`src/rtl/scratchpad_port_arbiter.sv`:
```
// Round-robin burst arbiter sharing one single-port scratchpad between
// weight fetch, input-feature fetch and result writeback.
module scratchpad_port_arbiter #(
    parameter int ADDR_W    = 16,
    parameter int DATA_W    = 64,
    parameter int BURST_MAX = 16,
    parameter int LEN_W     = $clog2(BURST_MAX + 1)
) (
    input  logic              clk,
    input  logic              rst,
    input  logic              w_req,
    input  logic [ADDR_W-1:0] w_addr,
    input  logic [LEN_W-1:0]  w_len,
    output logic              w_gnt,
    output logic              w_rvalid,
    output logic              w_done,
    input  logic              if_req,
    input  logic [ADDR_W-1:0] if_addr,
    input  logic [LEN_W-1:0]  if_len,
    output logic              if_gnt,
    output logic              if_rvalid,
    output logic              if_done,
    input  logic              o_req,
    input  logic [ADDR_W-1:0] o_addr,
    input  logic [LEN_W-1:0]  o_len,
    output logic              o_gnt,
    input  logic [DATA_W-1:0] o_wdata,
    output logic              o_pop,
    output logic              o_done,
    output logic [DATA_W-1:0] rd_data,
    output logic              mem_en,
    output logic              mem_we,
    output logic [ADDR_W-1:0] mem_addr,
    output logic [DATA_W-1:0] mem_wdata,
    input  logic [DATA_W-1:0] mem_rdata,
    output logic              busy
);

    typedef enum logic [1:0] {IDLE, ISSUE, DRAIN} state_e;
    typedef enum logic [1:0] {OWN_W, OWN_IF, OWN_O} own_e;

    state_e            state_q;
    own_e              owner_q;
    own_e              rr_q;
    logic [ADDR_W-1:0] base_q;
    logic [LEN_W-1:0]  len_q;
    logic [LEN_W-1:0]  beat_q;
    logic              rvalid_q;

    own_e              win;
    logic              win_vld;
    logic [ADDR_W-1:0] sel_addr;
    logic [LEN_W-1:0]  sel_len;
    logic              grant;
    logic              zero_len;
    logic              issue;
    logic              last_beat;
    logic              wr;
    logic              drain;

    // First requester after the last owner, in W -> IF -> O order.
    always_comb begin
        win_vld = w_req | if_req | o_req;
        win     = OWN_W;
        unique case (rr_q)
            OWN_W:   win = if_req ? OWN_IF : (o_req ? OWN_O : OWN_W);
            OWN_IF:  win = o_req ? OWN_O : (w_req ? OWN_W : OWN_IF);
            default: win = w_req ? OWN_W : (if_req ? OWN_IF : OWN_O);
        endcase
    end

    always_comb begin
        sel_addr = w_addr;
        sel_len  = w_len;
        unique case (win)
            OWN_IF: begin
                sel_addr = if_addr;
                sel_len  = if_len;
            end
            OWN_O: begin
                sel_addr = o_addr;
                sel_len  = o_len;
            end
            default: ;
        endcase
    end

    assign grant     = rst & (state_q == IDLE) & win_vld;
    assign zero_len  = (sel_len == '0);
    assign issue     = (state_q == ISSUE);
    assign drain     = (state_q == DRAIN);
    assign wr        = issue & (owner_q == OWN_O);
    assign last_beat = issue & (beat_q == len_q - LEN_W'(1));

    always_ff @(posedge clk or negedge rst) begin
        if (!rst) begin
            state_q  <= IDLE;
            owner_q  <= OWN_W;
            rr_q     <= OWN_O;
            base_q   <= '0;
            len_q    <= '0;
            beat_q   <= '0;
            rvalid_q <= 1'b0;
        end else begin
            rvalid_q <= issue & (owner_q != OWN_O);
            unique case (state_q)
                IDLE: begin
                    if (grant) begin
                        owner_q <= win;
                        rr_q    <= win;
                        base_q  <= sel_addr;
                        len_q   <= sel_len;
                        beat_q  <= '0;
                        if (!zero_len) state_q <= ISSUE;
                    end
                end
                ISSUE: begin
                    beat_q <= beat_q + LEN_W'(1);
                    if (last_beat)
                        state_q <= (owner_q == OWN_O) ? IDLE : DRAIN;
                end
                default: state_q <= IDLE;
            endcase
        end
    end

    assign w_gnt  = grant & (win == OWN_W);
    assign if_gnt = grant & (win == OWN_IF);
    assign o_gnt  = grant & (win == OWN_O);

    assign mem_en    = issue;
    assign mem_we    = wr;
    assign mem_addr  = issue ? base_q + ADDR_W'(beat_q) : '0;
    assign mem_wdata = wr ? o_wdata : '0;
    assign o_pop     = wr;

    assign w_rvalid  = rvalid_q & (owner_q == OWN_W);
    assign if_rvalid = rvalid_q & (owner_q == OWN_IF);
    assign rd_data   = rvalid_q ? mem_rdata : '0;

    // Zero-length bursts complete in their grant cycle.
    assign w_done  = (grant & zero_len & (win == OWN_W))
                   | (drain & (owner_q == OWN_W));
    assign if_done = (grant & zero_len & (win == OWN_IF))
                   | (drain & (owner_q == OWN_IF));
    assign o_done  = (grant & zero_len & (win == OWN_O))
                   | (last_beat & wr);

    assign busy = (state_q != IDLE);

endmodule

```
`config.mk`:
```
export PLATFORM = sky130hd
export DESIGN_NAME = scratchpad_port_arbiter
export DESIGN_NICKNAME = d
export VERILOG_FILES = /design/src/rtl/scratchpad_port_arbiter.sv
export SDC_FILE = /design/constraint.sdc
export NUM_CORES = 1
export LEC_CHECK = 0
export ABC_AREA = 1
export CAP_MARGIN = 20
export CORE_AREA = 4 4 135 137
export DETAILED_ROUTE_END_ITERATION = 10
export DIE_AREA = 0 0 139 141
export PLACE_DENSITY = 0.71
export SYNTH_ARGS = -nofsm -noshare
export SYNTH_HDL_FRONTEND = slang
export SYNTH_SLANG_ARGS = --single-unit
```
`constraint.sdc`:
```
create_clock -name clk -period 5.05 [get_ports clk]
set_clock_uncertainty 0.2 [all_clocks]
set_input_delay 1.2625 -clock clk [delete_from_list [all_inputs] [get_ports clk]]
set_output_delay 1.2625 -clock clk [all_outputs]
set_load 0.01 [all_outputs]
```
==> qor.txt <==
status: completed
first-pass GRT wire length: 26.2 mm
crit path cell chain: clkdlybuf4s50_1 -> nor2_1 -> nand3_1 -> o221ai_2 -> inv_1 -> buf_4 -> ha_2 -> buf_4 -> inv_1 -> nor2_1 -> clkdlybuf4s50_1
final setup margin: 128 ps
library cells used by synthesis: 31
DIE WIDTH: 139 um
Slew @ Worst Pin: 787 ps
Yosys top cell by area: nand2_1
vias in the first global route: 4,864
die area: 19,600 um2
FF-to-FF path depth: 10
# clock sinks: 32
Wirelength per Cell: 13.6 um
Initial DRT Pass Iterations: 5
Mapped Cells: 687
clock transition at the registers of the reported paths: 50 ps
pre-CTS setup slack: -461 ps
# DRC: 0
area of the core: 17,100 um2
area share of the largest cell type after synthesis: 21.1%
CP arrival: 3460 ps
fin crit period: 4920 ps
drt total wl: 17.3 mm
Top delay family on crit path: buffers and inverters
relative max-transition margin: 47.5%
crit path to: o_gnt
most common cell in the netlist: nand2_1
crit-path max FO: 17
worst skew pair latency: 270 ps
leakage power: 4.00 nW
postcts setup bufs: 0
final hold viol count: 0
Final setup viols: 0
Num CTS Buffers: 5
effective utilization at floorplan: 22.1%
CP Launch Point: o_req
CP max stage cell: clkdlybuf4s50_1
share of cells above drive strength 1: 7.87%
CTS Hold Buffers Added: 0
Post-Syn Area: 3760 um2
Post-Layout Cell Count: 1,269
gpl congestion: 0.977
Post-synth EDFFs: 0
most common library cells after synthesis: nand2_1 (211), inv_1 (174), nor2_1 (77)
Initial DRC Count: 208
# port buffers: 351
row count: 48
Final ANT Viol Nets: 0
Mean Syn Cell Area: 5.48 um2
crit path launch type: input pin
CTS tree: done
final instance area: 7770 um2
grt total ovfl: 0
ys async rst share: 100%
Mapped Nets: 894
GRT Total Usage: 16.4%
Max Buffers Root-to-Sink: 2
Worst VDD drop: 251 uV
Hold WC Path Type: register to register
reg-to-reg setup timing slack: 2550 ps
Fmax achieved: 0.203 GHz
Via density: 4.08
WP depth: 11
worst path bufs/invs: 6
Layout Nets: 1,248
Inst Count DP: 1,258
Synth Warn #: 0
Area growth syn-to-layout: 107%
CP Data Required Time: 3590 ps
Root Driver: clkbuf_16
max cap viols: 0
PD cells: 459 nW/um2
r2r endpoint: base_q[11]$_DFFE_PN0P_
largest net degree at the start of global routing: 58
Final period util: 97.5%
# IOs: 352
max incr delay on CP: 540 ps
CP endpoint kind: output pin
Die H: 141 um
Crit Path Class: input pin to output pin
register area share after synthesis: 21.3%
via count: 5,172
RR Startpoint: owner_q[0]$_DFFE_PN0P_
Yosys reg bits: 32
post-DP HPWL: 15.2 mm
initial antenna violation count: 2
max-slew violation count: 0
CTS H-Tree Depth: 2
Post-DP Area: 7540 um2
Primary FF master, synth: dfrtp_1
Synth area leaders: nand2_1 (21%), dfrtp_1 (21%), inv_1 (17%)
-- worst min path at each step --
stage,start,endpoint,slack [ps],cells past startpoint
finish,len_q[2]$_DFFE_PN0P_,len_q[2]$_DFFE_PN0P_,330,2
global route,len_q[2]$_DFFE_PN0P_,len_q[2]$_DFFE_PN0P_,340,2
CTS,len_q[2]$_DFFE_PN0P_,len_q[2]$_DFFE_PN0P_,320,2
detailed placement,len_q[2]$_DFFE_PN0P_,len_q[2]$_DFFE_PN0P_,310,2
global placement,len_q[2]$_DFFE_PN0P_,len_q[2]$_DFFE_PN0P_,300,2
floorplan,base_q[0]$_DFFE_PN0P_,base_q[0]$_DFFE_PN0P_,270,2
-- registers in the layout, indices dropped and copies added (netlist names) --
register	flops
rvalid_q	1
beat_q	5
len_q	5
state_q	2
base_q	16
rr_q	1
owner_q	2
-- placed cells by master, fill, tap and decap left out, types with 11 or more instances in the layout --
cell type / count
a21oi_1: 12
buf_4: 22
clkdlybuf4s50_1: 347
dfrtp_1: 30
inv_1: 173
nand2_1: 211
nand3_1: 34
nor2_1: 76
nor2_2: 29
o21ai_0: 27
o21ai_1: 11
-- per-stage QoR --
| stage | TNS [ps] | total power, mW | util [%] | hold slack, ps |
|---|---|---|---|---|
| after floorplan | 0 | 1.90 | - | 265 |
| after global placement | -855 | 3.15 | 44.2 | 297 |
| after detailed placement | -1130 | 3.19 | 44.2 | 306 |
| after CTS | 0 | 3.56 | 45.3 | 319 |
| after global routing | -8.42 | 3.91 | 45.6 | 340 |
| final | 0 | 3.57 | 45.6 | 325 |
-- cells by family (layout without fill, tap and decap cells) --
group	Yosys count	count (layout)	synth area share, %
adders and majority gates	11	11	3.86
and+or+nand+nor	370	370	41.6
other	0	2	0
xor gates and xnor gates	5	5	1.16
buffers and inverters	207	562	23.0
DFF	32	32	21.3
AOI/OAI and AO/OA	62	62	9.05
-- power breakdown --
group / total [mW] / internal (mW) / leakage (nW) / switching, mW
Combinational: 2.66 / 1.30 / 3.51 / 1.35
Clock: 0.363 / 0.259 / 0.0901 / 0.104
Sequential: 0.550 / 0.379 / 0.396 / 0.170
-- what timing repair did --
action                                  4_1_cts  5_1_grt
resized for setup                            11       10
endpoints found under the setup margin        4        5
pin swaps                                     1        1
-- worst register-to-register path, delay by kind of cell, from the launching register on --
kind | cells | cell delay [ps]
adders and majority gates | 1 | 310
DFF | 1 | 470
buffers and inverters | 4 | 730
and+or+nand+nor | 2 | 260
AOI/OAI and AO/OA | 3 | 400
-- layer usage --
metal,part of all wire [%],global-route usage (%),vias up
li1,-,-,2716
met4,2.7,5.46,0
met5,0,0,-
met2,49,28.4,206
met1,41,20.2,2226
met3,7.8,3.90,24
-- final cells by class --
cell class | count | area (um2)
clock inverters | 1 | 30.0
inverters | 179 | 672
clock buffers | 7 | 153
diodes | 2 | 5.00
well taps | 225 | 282
fillers | 1720 | 9280
repair buffers | 375 | 3700
flip-flops and latches | 32 | 803
multi-input cells | 448 | 2130
Power figures use the tool's default switching activity.
==> RTL edit 1: new RTL, config.mk and constraints unchanged <==
Reset style: synchronous (`rst`), changed in one clocked block.
--- a/src/rtl/scratchpad_port_arbiter.sv
+++ b/src/rtl/scratchpad_port_arbiter.sv
@@ -93,5 +93,5 @@
     assign last_beat = issue & (beat_q == len_q - LEN_W'(1));
 
-    always_ff @(posedge clk or negedge rst) begin
+    always_ff @(posedge clk) begin
         if (!rst) begin
             state_q  <= IDLE;
Formal check against the unedited RTL: differs if rst is asserted again (counterexample within 4 cycles, from zero or initial values and one cycle with rst low); with rst held inactive, the same outputs for 4 cycles.
==> RTL edit 1 against the unedited design <==
Register-to-register slack better by 0.19 ns; die area unchanged; routed wire length down 2.9%; final area down 2.8%; synthesized area down 2.0%; worst setup slack worse by 0.0059 ns; utilization down 1.3 points; sequential cell count unchanged.
Power is not compared: it rests on default switching activity, and its combinational part moved more than twofold at a synthesized area within 25%.
==> RTL edit 1: results (changes against the unedited design) <==
Setup crit start if_req; nets 1232 (-1.3%); Syn Nets 889 (-0.56%); Post-Synth XOR/XNOR Area 0.00475 (-0.00689); layout cells sized above 1 0.0585 (-0.0202); Critical Path Fanout Max 12 (-5); part of the Yosys area used for sequential elements 0.174 (-0.0394); GR Util met1 0.196 (-0.00585); via density per instance 4.09 (+0.24%); Synth async-reset ratio 0 (-1.00); mux share of post-synthesis cell area 0 (unchanged); Worst EP arrival 3.46 ns (about the same); GRT met3 Usage 0.0556 (+0.0166); DRT iter0 DRCs 251 (+21%); post-synthesis adder-cell area fraction 0.0394 (+0.000799); vias in the first global route 4910 (+0.95%); clock buffer depth 2 (unchanged); GR Util met2 0.266 (-0.0184); Clk Latency, worst-skew pair around 0.28 ns; routability cong. 0.855 (-12%); status finished, final reports clean; synth top area cells nand2_1 (19%), dfxtp_1 (17%), inv_1 (16%), nor2_1 (11%), o21ai_0 (4.2%); Total GRT Usage 0.160 (-0.00461); first-pass GRT wire length 25800 um (-1.3%); RR Startpoint owner_q[0]$_SDFFE_PN0P_; Primary FF master, synth dfxtp_1; HP Start len_q[4]$_SDFFE_PN0P_; Post-synth top cells nand2_1 (182), inv_1 (159), nor2_1 (107); Detailed Place HPWL 14400 um (-5.0%); WL/cell 13.4 um (-1.5%); r2r setup slk 2.74 ns (+0.19 ns); Distinct cells, synth 34 (+9.7%); Synth Area in Compound Gates 0.182 (+0.0918); fillcell total 1774 (+3.1%); largest net degree at the start of global routing 65 (+12%); initial antenna violation count 0 (-2)
[RTL edit 1: changes by cell type after synthesis, sizes merged, moves of 7 or more]
| cell | before | now |
|---|---|---|
| dfxtp | 0 | 32 |
| inv | 178 | 166 |
| a21boi | 0 | 16 |
| clkbuf | 2 | 9 |
| dfrtp | 31 | 0 |
| a21oi | 12 | 35 |
| nand3 | 34 | 27 |
| nand2 | 213 | 186 |
| a22o | 0 | 16 |
[RTL edit 1: area by class of cell]
class                           instances  area share
Tap cell                              225      0.0373
Multi-Input combinational cell        453       0.296
Timing Repair Buffer                  367       0.479
Clock buffer                            7      0.0189
Clock inverter                          1    0.000993
Sequential cell                        32      0.0849
Inverter                              166      0.0831
Antenna cell                            1    0.000331
[RTL edit 1: logic make-up after synthesis]
group	count (synthesis)
xor+xnor	2
buf+inv	197
fa+ha+maj	11
simple gates	337
flops	32
compound gates	103
[RTL edit 1: routing by layer]
metal | routed length [um] | up-vias
met5 | 0 | -
met4 | 382 | 0
met2 | 7760 | 219
met1 | 6980 | 2143
met3 | 1670 | 24
li1 | - | 2729
[RTL edit 1: path summary, 6_finish.rpt]
kind              cells past startpoint                      to
setup reg to reg                     11  base_q[1]$_SDFFE_PN0P_
hold reg to reg                       2   len_q[4]$_SDFFE_PN0P_
hold / removal                        2   len_q[4]$_SDFFE_PN0P_
setup / recovery                     10                  if_gnt
[RTL edit 1: stage by stage]
step	hold WS, ns	power, uW	setup slack (ns)	instances	cell area [um^2]
2_1_floorplan	0.244	749	0.701	682	3690
3_3_place_gp	0.266	1170	-0.375	1243	7390
3_5_place_dp	0.264	1180	-0.446	1243	7390
4_1_cts	0.271	1490	0.00118	1251	7550
5_1_grt	0.303	1600	0.0156	1251	7550
6_report	0.269	1480	0.123	1252	7560
[RTL edit 1: power by group]
part | internal [uW] | switching (uW) | total, uW
sequential | 293 | 55.5 | 348
clock | 196 | 106 | 301
combinational | 436 | 395 | 830
total | 924 | 556 | 1480
[RTL edit 1: repair_timing]
item                                   4_1_cts  5_1_grt
setup endpoints to repair                    3        4
resized for setup                           10        9
endpoints found under the hold margin        0        0
[RTL edit 1: worst max-delay path, cell delays in order]
cell	delay, ns
clkdlybuf4s50_1	0.50
inv_2	0.07
o211ai_1	0.17
o21ai_1	0.11
inv_1	0.13
ha_2	0.27
buf_4	0.22
inv_1	0.06
nor2_1	0.11
clkdlybuf4s50_1	0.55
==> RTL edit 2: new RTL, config.mk and constraints unchanged <==
Made on the original files. The parameter `DATA_W` goes from 64 to 60.
--- a/src/rtl/scratchpad_port_arbiter.sv
+++ b/src/rtl/scratchpad_port_arbiter.sv
@@ -3,5 +3,5 @@
 module scratchpad_port_arbiter #(
     parameter int ADDR_W    = 16,
-    parameter int DATA_W    = 64,
+    parameter int DATA_W    = 60,
     parameter int BURST_MAX = 16,
     parameter int LEN_W     = $clog2(BURST_MAX + 1)
Interface: changed (resized mem_rdata, mem_wdata, o_wdata and rd_data); port bits go from 352 to 336. The function was not compared with the original's and may differ.
==> RTL edit 2 against the unedited design <==
Final area is 3.9% lower; die area stayed put; cell count fell by 2.6%; non-clock buffer count down 17; highest routed layer unchanged; combinational power is 6% lower; synthesized area fell by 2.2%; worst setup slack improved by 0.0055 ns; clock power is 18% lower; worst hold slack got worse by 0.026 ns; largest cell class unchanged; count of clock-buffer cells in the layout shrank 1; total power down 5.7%; via count decreased by 2.1%; routed wire length up 4.4%; sequential cell count unchanged.
==> RTL edit 2: results (changes against the unedited design) <==
GRT overflow 0 (unchanged); synth top area cells dfrtp_1 (21%), nand2_1 (21%), inv_1 (16%), nor2_1 (9.3%), nand3_1 (5.9%); initial antenna violation count 0 (-2); Syn Nets 872 (-2.5%); Synth Area in Compound Gates 0.101 (+0.0109); relative slew slack 0.326 (-0.149); htree depth 2 (unchanged); DRT iter0 DRCs 223 (+7.2%); Hold Path Class reg2reg; routability cong. 0.905 (-7.3%); post-synthesis adder-cell area fraction 0.0395 (+0.000879); drt pass-1 iters 6 (+1); part of the Yosys area used for sequential elements 0.218 (+0.00486); Distinct cells, synth 32 (+3.2%); worst vdd ir 0.243 mV (-3.4%); Crit-path slowest cell clkdlybuf4s50_1; Vias 5062 (-2.1%); layout cells sized above 1 0.0692 (-0.00946); dpl cell area 7270 um^2 (-3.5%); first-pass GRT wire length 26500 um (+1.2%); fillcell total 1745 (+1.5%); nets 1209 (-3.1%); Worst path max stage delay 0.55 ns; biggest regs base_q: 16 flops, beat_q: 5 flops, len_q: 5 flops; Detailed Place HPWL 15600 um (+3.0%); WL/cell 14.6 um (+7.1%); Post-Synth XOR/XNOR Area 0.00476 (-0.00688); Worst EP arrival 3.45 ns (about the same); clock buffer depth 2 (unchanged); P_leak 0.00383 uW (-4.2%); port bufs 335 (-4.6%); Total GRT Usage 0.170 (+0.00516); final setup fails 0 (unchanged); Critical Path Fanout Max 17 (unchanged); largest net degree at the start of global routing 62 (+6.9%); Clk Latency, worst-skew pair between 0.2 and 0.3 ns; status finished, final reports clean; vias in the first global route 4681 (-3.8%); Ant. Diodes 0 (-2); fin. max-slew vios 0 (unchanged); Synth async-reset ratio 1.00 (unchanged); Primary FF master, synth dfrtp_1; family with the most delay on the worst path buffers and inverters; Setup WS pre-CTS -0.393 ns (+0.0677 ns); clock root cell clkbuf_16; Post-synth top cells nand2_1 (206), inv_1 (159), nor2_1 (91); Sw Pwr 1570 uW (-3.4%); mux share of post-synthesis cell area 0 (unchanged); Clock transition at path regs 0.05 ns (about the same)
[RTL edit 2: cell count changes after synthesis, moves of 5 or more]
cell,unedited run,this run
nor2_1,77,91
clkbuf_1,2,7
nor2_2,29,12
nand2_1,211,206
inv_1,174,159
nand3_1,34,43
[RTL edit 2: power by group through the flow]
| stage | registers (uW) | clock network, uW | logic, uW |
|---|---|---|---|
| after global routing | 592 | 316 | 2760 |
| final | 566 | 298 | 2500 |
| after floorplan | 463 | 0 | 1350 |
| after CTS | 566 | 303 | 2490 |
| after global placement | 567 | 0 | 2450 |
| after detailed placement | 569 | 0 | 2470 |
[RTL edit 2: worst paths after layout]
check	to	slack (ns)	cells past startpoint	startpoint
setup / recovery	if_gnt	0.13	11	w_req
hold / removal	base_q[2]$_DFFE_PN0P_	0.30	2	base_q[2]$_DFFE_PN0P_
setup reg to reg	state_q[0]$_DFFE_PN0P_	2.64	15	owner_q[0]$_DFFE_PN0P_
hold reg to reg	base_q[2]$_DFFE_PN0P_	0.30	2	base_q[2]$_DFFE_PN0P_
max in group asynchronous	rr_q[1]$_DFFE_PN1P_	3.11	2	rst
min in group asynchronous	beat_q[2]$_DFFE_PN0P_	1.22	2	rst
[RTL edit 2: metal layers]
metal | GRT usage | part of all wire
met5 | 0 | 0
met4 | 0.0422 | 0.017
met3 | 0.0315 | 0.058
met2 | 0.285 | 0.48
met1 | 0.226 | 0.44
[RTL edit 2: logic make-up (layout without fill, tap and decap cells)]
family                   after synthesis  in the layout
AO/OA/AOI/OAI                         67             67
adder cells (fa/ha/maj)               11             11
flip-flops                            32             32
XOR/XNOR                               2              2
buffers and inverters                193            531
AND/OR/NAND/NOR                      368            368
[RTL edit 2: cell type report]
cell class | count | area [um^2] | area share
inverter | 165 | 622 | 0.0832
timing repair buffer | 358 | 3530 | 0.472
tap | 225 | 282 | 0.0377
sequential | 32 | 803 | 0.107
multi-input combinational | 448 | 2090 | 0.279
clock inverter | 2 | 10.0 | 0.00134
clock buffer | 6 | 139 | 0.0186
[RTL edit 2: repair_timing]
item,CTS,global route
pin swaps,1,2
setup endpoints to repair,3,5
gates resized for setup,11,10
setup buffers,1,0
endpoints found under the hold margin,0,0
[RTL edit 2: metrics by stage]
| stage | utilization | instances |
|---|---|---|
| after floorplan | - | 673 |
| after global placement | 0.426 | 1226 |
| after detailed placement | 0.426 | 1226 |
| after CTS | 0.435 | 1235 |
| after global routing | 0.438 | 1236 |
| final | 0.438 | 1236 |
[RTL edit 2: worst min-delay path, delay by kind of cell, from the launching register on]
| kind | cells | cell delay (ns) |
|---|---|---|
| simple gates | 1 | 0.05 |
| flops | 1 | 0.35 |
| compound gates | 1 | 0.06 |
